**src/rtl/alu_pkg.sv**
```systemverilog
// Shared definitions for the serial ALU: op-code field layout, named op codes,
// output-select encoding and the controller state type.
package alu_pkg;

  localparam int OP_AINV   = 3;
  localparam int OP_BINV   = 2;
  localparam int OP_SEL_HI = 1;
  localparam int OP_SEL_LO = 0;

  localparam logic [3:0] OP_AND = 4'b0000;
  localparam logic [3:0] OP_OR  = 4'b0001;
  localparam logic [3:0] OP_ADD = 4'b0010;
  localparam logic [3:0] OP_SUB = 4'b0110;
  localparam logic [3:0] OP_SLT = 4'b0111;
  localparam logic [3:0] OP_NOR = 4'b1100;

  typedef enum logic [1:0] {
    SEL_AND  = 2'b00,
    SEL_OR   = 2'b01,
    SEL_SUM  = 2'b10,
    SEL_LESS = 2'b11
  } sel_e;

  typedef enum logic [1:0] {
    IDLE = 2'b00,
    BUSY = 2'b01,
    DONE = 2'b10
  } state_e;

endpackage

```
**src/rtl/alu_serial_if.sv**
```systemverilog
// Request/response bundle of the serial ALU: operand handshake in, result
// handshake with flags out.
interface alu_serial_if #(
  parameter int WIDTH = 64
);
  logic             in_valid;
  logic             in_ready;
  logic [WIDTH-1:0] a;
  logic [WIDTH-1:0] b;
  logic [3:0]       op;
  logic             out_valid;
  logic             out_ready;
  logic [WIDTH-1:0] result;
  logic             cout;
  logic             ovf;
  logic             zero;

  modport master (
    output in_valid, a, b, op, out_ready,
    input  in_ready, out_valid, result, cout, ovf, zero
  );

  modport slave (
    input  in_valid, a, b, op, out_ready,
    output in_ready, out_valid, result, cout, ovf, zero
  );
endinterface

```
**src/rtl/alu_slice.sv**
```systemverilog
// Combinational SLICE-bit ALU slice: optional operand inversion, ripple add and
// AND/OR/SUM select. LESS yields zeros; the top patches bit 0 for SLT.
module alu_slice
  import alu_pkg::*;
#(
  parameter int SLICE = 8
) (
  input  logic [SLICE-1:0] i_a,
  input  logic [SLICE-1:0] i_b,
  input  logic             i_ainv,
  input  logic             i_binv,
  input  logic             i_cin,
  input  sel_e             i_sel,
  output logic [SLICE-1:0] o_out,
  output logic             o_cout,
  output logic             o_msb_cin
);
  logic [SLICE-1:0] w_a;
  logic [SLICE-1:0] w_b;
  logic [SLICE-1:0] w_sum;

  assign w_a = i_ainv ? ~i_a : i_a;
  assign w_b = i_binv ? ~i_b : i_b;
  assign {o_cout, w_sum} = {1'b0, w_a} + {1'b0, w_b} + {{SLICE{1'b0}}, i_cin};

  // Carry into the slice MSB, recovered from the sum bit rather than a ripple chain.
  assign o_msb_cin = w_a[SLICE-1] ^ w_b[SLICE-1] ^ w_sum[SLICE-1];

  always_comb begin
    // NOTE: default assignment first so no path through the case can infer a latch.
    o_out = '0;
    unique case (i_sel)
      SEL_AND:  o_out = w_a & w_b;
      SEL_OR:   o_out = w_a | w_b;
      SEL_SUM:  o_out = w_sum;
      SEL_LESS: o_out = '0;
    endcase
  end
endmodule

```
**src/rtl/alu_serial.sv**
```systemverilog
// Multi-cycle integer ALU: accepts an operand pair, processes SLICE bits per
// cycle LSB first through alu_slice, and returns the result with flags.
module alu_serial
  import alu_pkg::*;
#(
  parameter int WIDTH = 64,
  parameter int SLICE = 8
) (
  input  logic        clk,
  input  logic        rst_n,
  alu_serial_if.slave bus
);
  localparam int NSLICE = WIDTH / SLICE;
  localparam int CW     = (NSLICE > 1) ? $clog2(NSLICE) : 1;
  localparam int IW     = (WIDTH > 1) ? $clog2(WIDTH) : 1;

  if (WIDTH % SLICE != 0) begin : g_width_check
    $error("alu_serial: WIDTH (%0d) must be a multiple of SLICE (%0d)", WIDTH, SLICE);
  end

  state_e           r_state;
  state_e           w_next;
  logic [CW-1:0]    r_k;
  logic             r_carry;
  logic [WIDTH-1:0] r_a;
  logic [WIDTH-1:0] r_b;
  logic [3:0]       r_op;
  logic [WIDTH-1:0] r_result;
  logic             r_cout;
  logic             r_ovf;

  logic             w_ainv;
  logic             w_binv;
  sel_e             w_sel;
  logic [IW-1:0]    w_base;
  logic             w_last;
  logic [SLICE-1:0] w_out;
  logic             w_cout;
  logic             w_msb_cin;
  logic             w_ovf;
  logic             w_less;

  assign w_ainv = r_op[OP_AINV];
  assign w_binv = r_op[OP_BINV];
  assign w_sel  = sel_e'(r_op[OP_SEL_HI:OP_SEL_LO]);
  assign w_base = IW'(int'(r_k) * SLICE);
  assign w_last = (r_k == CW'(NSLICE - 1));

  alu_slice #(.SLICE(SLICE)) u_slice (
    .i_a       (r_a[w_base +: SLICE]),
    .i_b       (r_b[w_base +: SLICE]),
    .i_ainv    (w_ainv),
    .i_binv    (w_binv),
    .i_cin     (r_carry),
    .i_sel     (w_sel),
    .o_out     (w_out),
    .o_cout    (w_cout),
    .o_msb_cin (w_msb_cin)
  );

  // Flags are only meaningful on the last slice, where the slice MSB is bit WIDTH-1.
  assign w_ovf  = w_msb_cin ^ w_cout;
  assign w_less = (r_a[WIDTH-1] ^ w_ainv) ^ (r_b[WIDTH-1] ^ w_binv) ^ w_msb_cin ^ w_ovf;

  always_ff @(posedge clk or negedge rst_n) begin
    // NOTE: sequential state uses non-blocking assignments so every flop samples pre-edge values.
    if (!rst_n) r_state <= IDLE;
    else        r_state <= w_next;
  end

  always_comb begin
    w_next = r_state;
    unique case (r_state)
      IDLE:    if (bus.in_valid)  w_next = BUSY;
      BUSY:    if (w_last)        w_next = DONE;
      DONE:    if (bus.out_ready) w_next = IDLE;
      default:                    w_next = IDLE;
    endcase
  end

  always_comb begin
    bus.in_ready  = (r_state == IDLE);
    bus.out_valid = (r_state == DONE);
  end

  always_ff @(posedge clk or negedge rst_n) begin
    if (!rst_n) begin
      // NOTE: operand registers are reset as well so the slice never evaluates X after power-up.
      r_a      <= '0;
      r_b      <= '0;
      r_op     <= OP_AND;
      r_k      <= '0;
      r_carry  <= 1'b0;
      r_result <= '0;
      r_cout   <= 1'b0;
      r_ovf    <= 1'b0;
    end else begin
      unique case (r_state)
        IDLE: if (bus.in_valid) begin
          r_a     <= bus.a;
          r_b     <= bus.b;
          r_op    <= bus.op;
          r_k     <= '0;
          r_carry <= bus.op[OP_BINV];
        end
        BUSY: begin
          r_result[w_base +: SLICE] <= w_out;
          r_carry                   <= w_cout;
          r_k                       <= r_k + 1'b1;
          if (w_last) begin
            r_cout <= w_cout;
            r_ovf  <= w_ovf;
            if (w_sel == SEL_LESS) r_result[0] <= w_less;
          end
        end
        default: ;
      endcase
    end
  end

  assign bus.result = r_result;
  assign bus.cout   = r_cout;
  assign bus.ovf    = r_ovf;
  assign bus.zero   = (r_result == '0);
endmodule
```
**src/flat_wrapper.sv**
```systemverilog
// flat-port wrapper written by rule: the top's interface ports become plain ports
module alu_serial_flat import alu_pkg::*;
#(
  parameter int WIDTH = 64,
  parameter int SLICE = 8
)
  (clk, rst_n, bus_in_valid, bus_a, bus_b, bus_op, bus_out_ready, bus_in_ready, bus_out_valid, bus_result, bus_cout, bus_ovf, bus_zero);
  alu_serial_if #(.WIDTH(WIDTH)) bus_i ();
  input  logic clk;
  input  logic rst_n;
  input wire logic [$bits(bus_i.in_valid)-1:0] bus_in_valid;
  input wire logic [$bits(bus_i.a)-1:0] bus_a;
  input wire logic [$bits(bus_i.b)-1:0] bus_b;
  input wire logic [$bits(bus_i.op)-1:0] bus_op;
  input wire logic [$bits(bus_i.out_ready)-1:0] bus_out_ready;
  output wire logic [$bits(bus_i.in_ready)-1:0] bus_in_ready;
  output wire logic [$bits(bus_i.out_valid)-1:0] bus_out_valid;
  output wire logic [$bits(bus_i.result)-1:0] bus_result;
  output wire logic [$bits(bus_i.cout)-1:0] bus_cout;
  output wire logic [$bits(bus_i.ovf)-1:0] bus_ovf;
  output wire logic [$bits(bus_i.zero)-1:0] bus_zero;
  assign bus_i.in_valid = bus_in_valid;
  assign bus_i.a = bus_a;
  assign bus_i.b = bus_b;
  assign bus_i.op = bus_op;
  assign bus_i.out_ready = bus_out_ready;
  assign bus_in_ready = bus_i.in_ready;
  assign bus_out_valid = bus_i.out_valid;
  assign bus_result = bus_i.result;
  assign bus_cout = bus_i.cout;
  assign bus_ovf = bus_i.ovf;
  assign bus_zero = bus_i.zero;
  alu_serial #(.WIDTH(WIDTH), .SLICE(SLICE)) u_core (.clk(clk), .rst_n(rst_n), .bus(bus_i));
endmodule
```
**config.mk**
```make
export PLATFORM = sky130hd
export DESIGN_NAME = alu_serial_flat
export DESIGN_NICKNAME = d
export VERILOG_FILES = /design/src/rtl/alu_pkg.sv /design/src/rtl/alu_serial_if.sv /design/src/rtl/alu_slice.sv /design/src/rtl/alu_serial.sv /design/src/flat_wrapper.sv
export SDC_FILE = /design/constraint.sdc
export NUM_CORES = 1
export LEC_CHECK = 0
export ABC_AREA = 1
export CAP_MARGIN = 20
export CORE_AREA = 2 2 154 156
export DETAILED_ROUTE_END_ITERATION = 16
export DIE_AREA = 0 0 156 158
export PLACE_DENSITY = 0.73
export SYNTH_ARGS = -nofsm -noshare
export SYNTH_HDL_FRONTEND = slang
export SYNTH_SLANG_ARGS = --single-unit
```
**constraint.sdc**
```tcl
create_clock -name clk -period 2.7 [get_ports clk]
set_clock_uncertainty 0.1 [all_clocks]
set_input_delay 0.54 -clock clk [delete_from_list [all_inputs] [get_ports clk]]
set_output_delay 0.54 -clock clk [all_outputs]
set_load 0.01 [all_outputs]
```
### Yosys cells after proc, flatten, opt, wreduce, memory -nomap -nowiden

Cells that the tools add are included.

| word-level totals | value |
|---|---|
| bits in registers | 204 |
| input port bits | 136 |
| output and inout bits | 69 |
| logic and storage cells | 60 |

| cells by class | value |
|---|---|
| add/sub/neg operators | 4 |
| equal/unequal tests | 9 |
| shift operators | 4 |
| multiplexer cells | 14 |
| bitwise logic cells | 12 |
| reductions and logical operators | 8 |

Operators by type and width:

| kind | number |
|---|---|
| 64-bit by 7-bit variable part select with 8-bit output | 2 |
| 64-bit bitwise mux | 1 |
| 64-bit logical NOT | 1 |
| 8-bit by 8-bit variable shift with 64-bit output, first input constant | 1 |
| 8-bit by 8-bit variable part select with 64-bit output | 1 |
| 8-bit case mux with 4 select lines | 1 |
| 8-bit two-way mux | 2 |
| 8-bit NOT | 2 |
| 8-bit by 8-bit adder with 9-bit output | 1 |
| 9-bit by 1-bit adder with 9-bit output | 1 |
| 8-bit bitwise AND | 1 |
| 6-bit negator with 8-bit output | 1 |
| 8-bit bitwise OR | 1 |
| 1-bit bitwise XOR | 8 |
| 2-bit == test, second input constant | 3 |
| 2-bit two-way mux | 3 |
| 2-bit case mux with 3 select lines | 1 |
| 3-bit case mux with 2 select lines | 1 |
| 2-bit AND reduction | 3 |
| 2-bit by 1-bit == test with 1-bit output, second input constant | 2 |
| 2-bit logical NOT | 2 |
| 2-bit != test, second input constant | 2 |
| 3-bit by 1-bit adder with 3-bit output, second input constant | 1 |
| 3-bit == test, second input constant | 1 |
| 6 further kinds | 8 |

### Depth between registers and ports, before layout

| depth | value |
|---|---|
| word-level depth | 10 |
| mapped depth | 21 |
| mapped depth without buffers | 19 |

### By module

A second synthesis with hierarchy kept.

| second synthesis, totals | value |
|---|---|
| cells, all modules | 1358 |
| area, all modules | 10354.9 µm² |

Modules (own cells, without submodules):

| module | instances | cells an instance | area each (µm²) | sequential area each (µm²) |
|---|---|---|---|---|
| alu_serial | 1 | 1211 | 9460.3 | 5104.9 |
| alu_slice | 1 | 147 | 894.6 | 0.0 |

### Least setup slack after synthesis

OpenSTA, ideal clock, no wires.

| path | value |
|---|---|
| kind | flip-flop to flip-flop |
| start | register u_core.r_k[0] |
| end | register u_core.r_result[12] (netlist: u_core.bus.result[12]) |
| library setup time | 147 ps |
| data arrival time | 2725 ps |
| required time | 2453 ps |
| setup slack | -272 ps |
| stages on the path, launching flop included | 18 |
| path buffers | 2 |
| period minus slack after synthesis | 2972 ps |
| cells stage by stage | dfrtp_1 buf_4 buf_4 nor2_1 nor2_1 o21ai_1 o21ai_1 o21ai_2 xor2_1 fa_1 inv_1 fa_1 inv_1 nand3_1 nand2_1 a21oi_1 o21ai_1 a31oi_1 |

| on the way | value |
|---|---|
| word-level cells in the longest chain between the ends | 8 |
| elaborated cells between the ends (all ways) | 15 |
| those cells by class | add/sub (3); shift (4); mux (4); bitwise (4) |

RTL lines:

| what | line | RTL |
|---|---|---|
| from (decl) | alu_serial.sv:23 | `logic [CW-1:0] r_k;` |
| from (signal assigned) | alu_serial.sv:109 | `r_k <= r_k + 1'b1;` |
| 64-bit by 7-bit variable part select with 8-bit output, on equally long branches | alu_serial.sv:50, alu_serial.sv:51 |  |
| 8-bit NOT, on equally long branches | alu_slice.sv:22, alu_slice.sv:23 |  |
| 8-bit two-way mux, on equally long branches | alu_slice.sv:22, alu_slice.sv:23 |  |
| 8-bit by 8-bit adder with 9-bit output | alu_slice.sv:24 | `assign {o_cout, w_sum} = {1'b0, w_a} + {1'b0, w_b} + {{SLICE{1'b0}}, i_cin};` |
| 9-bit by 1-bit adder with 9-bit output | alu_slice.sv:24 |  |
| 8-bit case mux with 4 select lines | alu_slice.sv:32 | `unique case (i_sel)` |
| 8-bit by 8-bit variable part select with 64-bit output | alu_serial.sv:107 | `r_result[w_base +: SLICE] <= w_out;` |
| 64-bit bitwise mux * | alu_serial.sv:107 |  |
| to (signal, indexed assignment) | alu_serial.sv:107 |  |
| to (decl) | alu_serial.sv:28 | `logic [WIDTH-1:0] r_result;` |

Every way passes the cells marked *; elsewhere a longest branch is shown, timed or not.
A chain may end at the register's enable or synchronous reset.

### Final worst setup path

| path | value |
|---|---|
| start | register u_core.r_k[0] |
| end | register u_core.r_result[0] (netlist: u_core.bus.result[0]) |

| on the way | value |
|---|---|
| word-level cells in the longest chain between the ends | 10 |
| elaborated cells between the ends (all ways) | 23 |
| those cells by class | add/sub (3); eq/ne (1); shift (4); mux (6); bitwise (9) |

RTL lines:

| what | line | RTL |
|---|---|---|
| 64-bit by 7-bit variable part select with 8-bit output, on equally long branches | alu_serial.sv:50, alu_serial.sv:51 |  |
| 8-bit NOT, on equally long branches | alu_slice.sv:22, alu_slice.sv:23 |  |
| 8-bit two-way mux, on equally long branches | alu_slice.sv:22, alu_slice.sv:23 |  |
| 8-bit by 8-bit adder with 9-bit output | alu_slice.sv:24 |  |
| 9-bit by 1-bit adder with 9-bit output | alu_slice.sv:24 |  |
| 8-bit case mux with 4 select lines or 1-bit bitwise XOR (tied branches) | alu_slice.sv:32, alu_slice.sv:27 |  |
| 8-bit by 8-bit variable part select with 64-bit output (tied with other cells) | alu_serial.sv:107 |  |
| 64-bit bitwise mux or 1-bit bitwise XOR (tied branches) | alu_serial.sv:107, alu_serial.sv:63 |  |
| 1-bit two-way mux | alu_serial.sv:113 | `if (w_sel == SEL_LESS) r_result[0] <= w_less;` |
| 1-bit two-way mux * | alu_serial.sv:110 | `if (w_last) begin` |
| to (signal, indexed assignment) | alu_serial.sv:107 |  |
| to (signal assigned) | alu_serial.sv:113 |  |

Marks and branches as above.

==> results.yml <==
synthesis:
  netlist_area_um2: 10100
  synthCells: 1290
  ys_warn_count: 0
  synthesis.nets: 1448
  post_synth.cell_area_avg_um2: 7.85
  ys_ff_latch: 204
  synth_cell_types: 38
  yosysSeqAreaShare_pct: 50.4
die:
  die_y_um: 158
  die_w_um: 156
  rows: 56
  fp.coreArea_um2: 23100
  start_util_pct: 44.0
  dieArea_um2: 24600
  ios: 205
timing:
  setup_violations: 60
  rsz0062_at_grt: "true"
  fin_ws_ps: -290
  fin_crit_ps: 2990
  slew_violations: 0
  tns_ps: -13440
  tightest_slew_ps: 598
  finalHoldViolCount: 0
  hold-worst-slack_ps: 373
  slew-limit-headroom_pct: 60.1
  period_share_pct: 111
  fmax_ghz: 0.334
cts:
  clk_latency_ps: 510
  h-tree-depth: 1
  clk_pin_slew_ps: 60
  cts_buffers: 22
  cts_root_buf: "clkbuf_16"
  ctsLongestPathBuffers: 3
  cts_tree: "built"
  clock-sinks: 204
layout:
  finalNetCount: 1711
  drive_above_1_share_pct: 16.4
  area_delta_synth_final_pct: 41.7
  antennaDiodeCount: 0
  fin_area_um2: 14400
critical_path:
  crit_start: "u_core.r_k[0]$_DFFE_PN0P_"
  cp-end-kind: "flip-flop"
  arrival_ps: 3290
  cp_cell_sequence: "buf_12 > nor2_2 > nor2_1 > o21ai_1 > o211ai_1 > o21ai_2 > xor2_2 > fa_2 > inv_2 > fa_2 > inv_2 > nand3_2 > nand2_4 > nand2_2 > nand3_2 > nand2_1 > nand2_1 > nand2_1 > nand2_1 > nand2_1"
  slowest_stage: "dfrtp_2"
  timing.rr.start: "u_core.r_k[0]$_DFFE_PN0P_"
  path_max_fanout: 8
  required_ps: 3000
  path_common_cell: "nand2_1"
  startpoint_type: "flip-flop"
  cpPeakStageDelay_ps: 460
  crit_type: "flip-flop to flip-flop"
grt:
  grt_pass1_vias: 9352
  gr-usage-all-layers_pct: 24.5
  grt_max_degree: 131
  grt_pass1_wl_um: 48000
  gr-total-overflow: 0
  antenna_found_initial: 0
route:
  drc: 0
  wl_um: 30200
  avgViaCountPerCell: 5.12
  first_pass_iters: 5
  num_vias: 9516
  ant_nets: 0
  drt_iter0_drc: 746
  post_drt_wl_per_cell_um: 16.3
placement:
  port_buffers: 204
  postPlaceCellArea_um2: 13100
  dp_hpwl_um: 21400
  place_congestion: 0.878
power:
  power_density_nw_per_um2: 1670
  p_leak_uw: 0.00696
  peakVddDrop_mv: 0.921
min_path:
  worstHoldStart: "u_core.r_b[54]$_DFFE_PN0P_"
  hp-class: "flip-flop to flip-flop"
status:
  violations: "negative setup slack"
  status: "finished with violations"
flow_run:
  cap_viol_max_count: 0
[layout by cell type (no fill, tap or decap), drive strengths merged, types with 2 or more instances in the layout]
cell type / Yosys / routed
a21oi: 8 / 8
a31oi: 8 / 8
buf: 41 / 95
clkbuf: 21 / 34
clkdlybuf4s50: 0 / 202
clkinv: 4 / 9
dfrtp: 204 / 204
fa: 2 / 2
ha: 20 / 20
inv: 49 / 49
nand2: 561 / 561
nand3: 45 / 45
nor2: 125 / 125
nor3: 2 / 2
nor4: 16 / 16
o211ai: 17 / 17
o21ai: 123 / 123
o22ai: 11 / 11
xnor2: 3 / 3
xor2: 24 / 24
[state kept, by name, summed over array words and instances, names as in the netlist]
signal,count
u_core.r_k,3
u_core.r_a,64
u_core.r_carry,1
u_core.bus.result,64
u_core.bus.ovf,1
u_core.r_b,64
u_core.bus.cout,1
u_core.r_op,4
u_core.r_state,2
[cell type report]
class / instances / area, um^2
inverters: 53 / 205
multi-input cells: 971 / 4910
clock buffers: 33 / 683
clock inverters: 7 / 66.3
fillers: 1931 / 8700
flip-flops and latches: 204 / 5110
well taps: 290 / 363
repair buffers: 301 / 3020
[where the power goes]
group / switching [uW] / internal [uW] / leakage (uW) / total, uW
registers: 1090 / 4470 / 0.00255 / 5570
clock network: 1240 / 1840 / 0.000371 / 3080
logic: 8510 / 6860 / 0.00404 / 15400
total: 10800 / 13200 / 0.00696 / 24000
[through the flow]
| stage | utilization, % | instances | power (uW) | worst slack (ps) |
|---|---|---|---|---|
| finish | 62.3 | 1859 | 24000 | -290 |
| global placement | 56.7 | 1801 | 18500 | -201 |
| detailed placement | 56.7 | 1801 | 18700 | -257 |
| global route | 62.3 | 1859 | 25800 | -482 |
| floorplan | - | 1290 | 13100 | -31.5 |
| CTS | 61.4 | 1851 | 23100 | -200 |
[cells in the mapped netlist (all sizes together)]
master	count	share of area (%)
o211ai	17	1.3
a221oi	1	0.15
nand3	45	2.4
a21oi	8	0.40
xnor2	3	0.26
nor4	16	0.99
nor2	125	5.1
fa	2	0.40
clkinv	4	0.16
a31oi	8	0.49
nor3	2	0.15
nand4	1	0.062
xor2	24	2.3
ha	20	2.5
o21a	1	0.074
a22oi	1	0.074
o21ai	123	6.4
dfrtp	204	50
nand3b	1	0.074
nand2	561	21
clkbuf	21	0.78
o31ai	1	0.074
buf	41	2.2
o22ai	11	0.68
inv	49	1.8
[critical path, delay by kind of cell (launching register included)]
kind | cells | cell delay (ps)
flip-flops | 1 | 460
AO/OA/AOI/OAI | 3 | 370
XOR/XNOR | 1 | 240
adder cells (fa/ha/maj) | 2 | 690
buffers and inverters | 3 | 300
AND/OR/NAND/NOR | 11 | 710
[kinds of logic after synthesis]
logic type / count (synthesis) / share of synthesized area (%)
fa+ha+maj: 22 / 2.86
xor+xnor: 27 / 2.56
compound gates: 171 / 9.57
buf+inv: 115 / 5.00
simple gates: 751 / 29.6
flops: 204 / 50.4
[path summary, 6_finish.rpt]
| kind | to | slack (ps) | cells after the start |
|---|---|---|---|
| max in group asynchronous | u_core.r_k[1]$_DFFE_PN0P_ | 1240 | 3 |
| min in group asynchronous | u_core.bus.result[56]$_DFFE_PN0P_ | 480 | 2 |
| worst max register to register | u_core.bus.result[0]$_DFFE_PN0P_ | -290 | 20 |
| worst max-delay path | u_core.bus.result[0]$_DFFE_PN0P_ | -290 | 20 |
| worst min-delay path | u_core.r_b[54]$_DFFE_PN0P_ | 370 | 2 |
| worst min register to register | u_core.r_b[54]$_DFFE_PN0P_ | 370 | 2 |
[metal layers]
metal / global-route usage [%] / routed length (um) / vias up / share of wire (%)
met5: 0 / 0 / - / 0
met4: 9.65 / 1200 / 0 / 4.0
met3: 3.20 / 1710 / 73 / 5.6
met2: 41.3 / 14300 / 327 / 47
met1: 32.4 / 13000 / 4469 / 43
li1: - / - / 4647 / -
[what timing repair did]
action                                  4_1_cts  5_1_grt
endpoints found under the setup margin       61       67
resized for setup                            51       43
setup buffers                                 7        8
endpoints found under the hold margin        57        0
cloned                                        2        0
hold buffers                                  1        0
pin swaps                                    17       30
(Power assumes the default switching activity.)
